### src/rtl/div_pkg.sv
// Shared definitions for the restoring-division sequencer and its ALU.
package div_pkg;

    localparam int unsigned DIV_WIDTH = 8;
    localparam int unsigned DIV_IDX_W = 3;
    localparam int unsigned OP_W      = 3;

    localparam logic [OP_W-1:0] OP_CHKZ = 3'd0;
    localparam logic [OP_W-1:0] OP_SHL  = 3'd1;
    localparam logic [OP_W-1:0] OP_BGET = 3'd2;
    localparam logic [OP_W-1:0] OP_BSET = 3'd3;
    localparam logic [OP_W-1:0] OP_GE   = 3'd4;
    localparam logic [OP_W-1:0] OP_SUB  = 3'd5;
    localparam logic [OP_W-1:0] OP_SETQ = 3'd6;
    localparam logic [OP_W-1:0] OP_NOP  = 3'd7;

    typedef enum logic [3:0] {
        IDLE   = 4'd0,
        CHKZ   = 4'd1,
        SHIFT  = 4'd2,
        GETBIT = 4'd3,
        SETBIT = 4'd4,
        CMP    = 4'd5,
        SUB    = 4'd6,
        SETQ   = 4'd7,
        DONE   = 4'd8
    } state_t;

endpackage

### src/rtl/div_seq_ctrl.sv
// Sequencer for 8-bit restoring division: drives the shared ALU one op per cycle
// and owns the R, Q, bit-index and scratch-bit registers.
module div_seq_ctrl
    import div_pkg::*;
#(
    parameter int unsigned WIDTH = DIV_WIDTH,
    parameter int unsigned IDX_W = DIV_IDX_W
) (
    input  logic             clk,
    input  logic             reset,
    input  logic             start,
    input  logic [WIDTH-1:0] dividend,
    input  logic [WIDTH-1:0] divisor,
    output logic             busy,
    output logic             done,
    output logic [WIDTH-1:0] quotient,
    output logic [WIDTH-1:0] remainder,
    output logic             div_by_zero,
    output logic [WIDTH-1:0] alu_a,
    output logic [WIDTH-1:0] alu_b,
    output logic [WIDTH-1:0] alu_c,
    output logic [OP_W-1:0]  alu_op,
    input  logic [WIDTH-1:0] alu_d
);

    state_t           r_state, w_state_nxt;
    logic [WIDTH-1:0] r_n, w_n_nxt;
    logic [WIDTH-1:0] r_d, w_d_nxt;
    logic [WIDTH-1:0] r_r, w_r_nxt;
    logic [WIDTH-1:0] r_q, w_q_nxt;
    logic [IDX_W-1:0] r_i, w_i_nxt;
    logic             r_bit, w_bit_nxt;
    logic             r_dbz, w_dbz_nxt;
    logic             r_busy, r_done;

    // State and datapath registers; busy/done are registered decodes of the next state
    always_ff @(posedge clk or posedge reset) begin
        if (reset) begin
            r_state <= IDLE;
            r_n     <= '0;
            r_d     <= '0;
            r_r     <= '0;
            r_q     <= '0;
            r_i     <= '0;
            r_bit   <= 1'b0;
            r_dbz   <= 1'b0;
            r_busy  <= 1'b0;
            r_done  <= 1'b0;
        end else begin
            r_state <= w_state_nxt;
            r_n     <= w_n_nxt;
            r_d     <= w_d_nxt;
            r_r     <= w_r_nxt;
            r_q     <= w_q_nxt;
            r_i     <= w_i_nxt;
            r_bit   <= w_bit_nxt;
            r_dbz   <= w_dbz_nxt;
            r_busy  <= (w_state_nxt != IDLE);
            r_done  <= (w_state_nxt == DONE);
        end
    end

    // Next-state, register updates and ALU operand selection
    always_comb begin
        w_state_nxt = r_state;
        w_n_nxt     = r_n;
        w_d_nxt     = r_d;
        w_r_nxt     = r_r;
        w_q_nxt     = r_q;
        w_i_nxt     = r_i;
        w_bit_nxt   = r_bit;
        w_dbz_nxt   = r_dbz;
        alu_op      = OP_NOP;
        alu_a       = '0;
        alu_b       = '0;
        alu_c       = '0;

        case (r_state)
            IDLE: begin
                if (start) begin
                    w_n_nxt     = dividend;
                    w_d_nxt     = divisor;
                    w_r_nxt     = '0;
                    w_q_nxt     = '0;
                    w_dbz_nxt   = 1'b0;
                    w_i_nxt     = IDX_W'(WIDTH - 1);
                    w_state_nxt = CHKZ;
                end
            end
            CHKZ: begin
                alu_op = OP_CHKZ;
                alu_a  = r_d;
                if (alu_d == '0) begin
                    w_q_nxt     = '1;
                    w_r_nxt     = r_n;
                    w_dbz_nxt   = 1'b1;
                    w_state_nxt = DONE;
                end else begin
                    w_state_nxt = SHIFT;
                end
            end
            SHIFT: begin
                alu_op      = OP_SHL;
                alu_a       = r_r;
                w_r_nxt     = alu_d;
                w_state_nxt = GETBIT;
            end
            GETBIT: begin
                alu_op      = OP_BGET;
                alu_b       = WIDTH'(r_i);
                alu_c       = r_n;
                w_bit_nxt   = alu_d[0];
                w_state_nxt = SETBIT;
            end
            SETBIT: begin
                alu_op      = OP_BSET;
                alu_a       = r_r;
                alu_c       = WIDTH'(r_bit);
                w_r_nxt     = alu_d;
                w_state_nxt = CMP;
            end
            CMP: begin
                alu_op = OP_GE;
                alu_a  = r_r;
                alu_c  = r_d;
                if (alu_d[0]) begin
                    w_state_nxt = SUB;
                end else if (r_i == '0) begin
                    w_state_nxt = DONE;
                end else begin
                    w_i_nxt     = r_i - 1'b1;
                    w_state_nxt = SHIFT;
                end
            end
            SUB: begin
                alu_op      = OP_SUB;
                alu_a       = r_r;
                alu_c       = r_d;
                w_r_nxt     = alu_d;
                w_state_nxt = SETQ;
            end
            SETQ: begin
                alu_op  = OP_SETQ;
                alu_a   = r_q;
                alu_b   = WIDTH'(r_i);
                w_q_nxt = alu_d;
                // Exit test precedes the decrement so i never wraps
                if (r_i == '0) begin
                    w_state_nxt = DONE;
                end else begin
                    w_i_nxt     = r_i - 1'b1;
                    w_state_nxt = SHIFT;
                end
            end
            DONE: begin
                w_state_nxt = IDLE;
            end
            default: begin
                w_state_nxt = IDLE;
            end
        endcase
    end

    assign busy        = r_busy;
    assign done        = r_done;
    assign quotient    = r_q;
    assign remainder   = r_r;
    assign div_by_zero = r_dbz;

endmodule

### config.mk
export PLATFORM = sky130hd
export DESIGN_NAME = div_seq_ctrl
export DESIGN_NICKNAME = d
export VERILOG_FILES = /design/src/rtl/div_pkg.sv /design/src/rtl/div_seq_ctrl.sv
export SDC_FILE = /design/constraint.sdc
export NUM_CORES = 1
export LEC_CHECK = 0
export BUFFER_PORTS_ARGS = -buffer_cell sky130_fd_sc_hd__buf_2
export CORE_ASPECT_RATIO = 0.9
export CORE_MARGIN = 2
export CORE_UTILIZATION = 40
export DETAILED_ROUTE_END_ITERATION = 12
export GPL_TIMING_DRIVEN = 0
export PLACE_DENSITY = 0.73
export SLEW_MARGIN = 0
export SYNTH_ARGS = -nofsm -noshare
export SYNTH_HDL_FRONTEND = slang
export SYNTH_SLANG_ARGS = --single-unit
### constraint.sdc
create_clock -name clk -period 2.8 [get_ports clk]
set_input_delay 0.7 -clock clk [delete_from_list [all_inputs] [get_ports clk]]
set_output_delay 0.7 -clock clk [all_outputs]
set_load 0.02 [all_outputs]
==> flow_metrics.tcl <==
set metrics [dict create \
    grt_antenna_before_repair 0 \
    ys.flop_type "dfrtp_1" \
    grt_max_degree 44 \
    clk_path_buf_depth 2 \
    crit_chain "buf_2, clkbuf_1, nand3b_1, a21oi_1, a31oi_1, nor2_1, buf_2" \
    hold_viol_final 0 \
    cts.sinks 43 \
    ys_seq_area_share_pct 45.6 \
    wl_per_cell_um 15.8 \
    max-slew-margin-rel_pct 35.4 \
    synth_xor_area_share_pct 0.742 \
    path_max_fanout 10 \
    crit_path_max_incr_delay_ns 0.41 \
    clkLatencyLatePin_ns 0.31 \
    crit_top_cell "buf_2" \
    synth_fa_ha_area_share_pct 1.06 \
    synth-simple-area-share_pct 20.1 \
    mappedNetlistArea_um2 2360 \
    setup_viol 0 \
    gp_congestion 0.904 \
    synth_area_leaders "dfrtp_1 (46%), nand2_1 (8.9%), mux2_2 (4.8%), a222oi_1 (3.4%), mux2i_1 (3.4%)" \
    outcome "complete, no violations" \
    setup-tns-final_ns 0 \
    first_iter_violations 221 \
    yosysMostFrequentCell "nand2_1" \
    drtPass1Iterations 9 \
    ir_worst_vdd_mv 0.499 \
    final_layout_size_suffix_gt1_share_pct 32.6 \
    rsz0062_at_grt "true" \
    startpoint_type "flop" \
    num_vias 2161 \
    min_period_ns 2.70 \
    routed_via_density 5.31 \
    ios 73 \
    p_leak_nw 1.61 \
    htree_levels 2 \
    cts_hold_buf 0 \
    grt_pass1_wl_um 10400 \
    rows 26 \
    syn_avg_cell_area_um2 9.12 \
    ant_nets 0 \
    cap_violations 0 \
    cp.required_ns 2.10 \
    clock_skew_ns 0.0105 \
    io_buffers 67 \
    gr-total-overflow 0 \
    grt_usage_pct 20.2 \
    crit_type "reg -> out" \
    power_density_nw_per_um2 1210 \
    nFillCells 547 \
    die_w_um 85.0 \
    ys_warn_count 0 \
    final_nets 365 \
    diodes 0 \
    hold_path.class "reg -> reg" \
    synth_top_family_by_area "simple AND/OR/NAND/NOR gates" \
    start_util_pct 41.5 \
    areaGrowthSynthToFinish_pct 23.8 \
    synth.distinct_cells 41 \
    chipHeight_um 76.9 \
    coreArea_um2 5690 \
    period_share_pct 96.3 \
    synth_commonest_cells "nand2_1 (56), dfrtp_1 (43), inv_1 (21)" \
    tightest_slew_ns 0.961 \
    dieArea_um2 6530 \
    synth_compound_area_share_pct 16.2 \
    cts_tree "yes" \
    drc_errors 0 \
    synthArstFlopShare_pct 100 \
    dp_hpwl_um 4720 \
    cts_buffers 5 \
    whs_ns 0.492 \
    synth_top_area_share_pct 45.6 \
    synth_edf_count 0 \
    final_max_slew_viol_count 0 \
    fmax_ghz 0.371 \
    cp_slowest_cell "clkbuf_1" \
    clk_pin_slew_ns 0.08 \
    syn_inst 259 \
    cp-end-kind "primary output" \
    synth_seq_cells 43 \
    synth_area_leader_cell "dfrtp_1" \
    worstPathArrival_ns 2.00 \
    drt-total-wl_um 6410 \
    grt_pass1_vias 2071 \
    synthMuxAreaShare_pct 8.16 \
    root_buffer "clkbuf_8" \
]
[per-stage QoR]
step | power [mW] | std cells | instance area (µm²) | setup WS [ns] | util, %
floorplan | 2.48 | 263 | 2380 | 0.455 | -
global placement | 3.02 | 400 | 2800 | -0.0343 | 49.2
detailed placement | 3.08 | 400 | 2800 | -0.0836 | 49.2
CTS | 3.51 | 408 | 2900 | -0.0428 | 51.0
global route | 3.79 | 407 | 2920 | -0.0126 | 51.3
finish | 3.53 | 407 | 2920 | 0.105 | 51.3
[worst max-delay path, delay by kind of cell, from the launching register on]
| kind | cells | cell delay (ns) |
|---|---|---|
| buffers and inverters | 3 | 0.80 |
| and+or+nand+nor | 2 | 0.26 |
| DFF | 1 | 0.39 |
| AOI/OAI and AO/OA | 2 | 0.23 |
[cells in the final DEF (no fill, tap or decap), types with 2 or more instances in the layout]
master,count
nand3b_1,2
o211ai_1,2
a21oi_1,13
ha_1,2
conb_1,5
clkbuf_4,3
buf_2,70
inv_1,20
mux2_2,10
buf_4,7
mux2i_1,8
nand2b_1,4
a222oi_1,8
o21ai_0,5
clkbuf_8,5
clkinvlp_4,2
nand2_1,56
nor3_1,6
nor2_1,15
clkbuf_1,5
a31oi_1,2
a22oi_1,7
dfrtp_1,43
and3_1,4
a22o_1,8
[timing repair]
item | 4_1_cts | 5_1_grt
pin swaps | 1 | 0
endpoints found under the setup margin | 10 | 15
resized for setup | 3 | 8
setup buffers | 1 | 0
[sequential cells by signal, indices dropped and copies added, names as in the netlist]
register and flops:
remainder 8, r_i 3, r_n 8, quotient 8, r_state 4, div_by_zero 1
r_bit 1, busy 1, done 1, r_d 8
[worst paths after layout]
check | startpoint | endpoint | slack, ns | depth (start not counted)
worst min register to register | div_by_zero | div_by_zero | 0.49 | 2
max in group asynchronous | reset | r_state[1] | 1.64 | 2
worst min-delay path | div_by_zero | div_by_zero | 0.49 | 2
worst max register to register | r_state[2] | remainder[4] | 0.88 | 5
min in group asynchronous | reset | r_state[0] | 0.58 | 2
worst max-delay path | r_state[2] | alu_c[0] | 0.10 | 7
[power by group]
group / internal (mW) / total [mW] / switching (mW) / leakage (nW)
Sequential: 0.867 / 1.10 / 0.231 / 0.539
Combinational: 0.797 / 2.03 / 1.23 / 1.03
Clock: 0.178 / 0.409 / 0.230 / 0.0408
[cell type report]
type | instances | area (µm²) | share of cell area (%)
Buffer | 19 | 110 | 3.77
Inverter | 21 | 78.8 | 2.70
Clock inverter | 3 | 23.8 | 0.813
Sequential cell | 43 | 1080 | 36.8
Clock buffer | 5 | 68.8 | 2.35
Tap cell | 70 | 87.6 | 3.00
Timing Repair Buffer | 68 | 343 | 11.7
Multi-Input combinational cell | 178 | 1130 | 38.8
[cell families after synthesis]
family	count (synthesis)
compound gates	51
xor+xnor	2
fa+ha+maj	2
buf+inv	42
flops	43
mux	18
other cells	1
simple gates	100
[per-layer routing]
| layer | vias up | GRT usage (%) | wire length, µm |
|---|---|---|---|
| met2 | 108 | 30.0 | 2770 |
| met1 | 1005 | 29.3 | 2990 |
| met4 | 0 | 6.83 | 110 |
| li1 | 1037 | - | - |
| met3 | 11 | 4.20 | 547 |
| met5 | - | 0 | 0 |
Note: power is estimated with default switching activity, not from simulation.
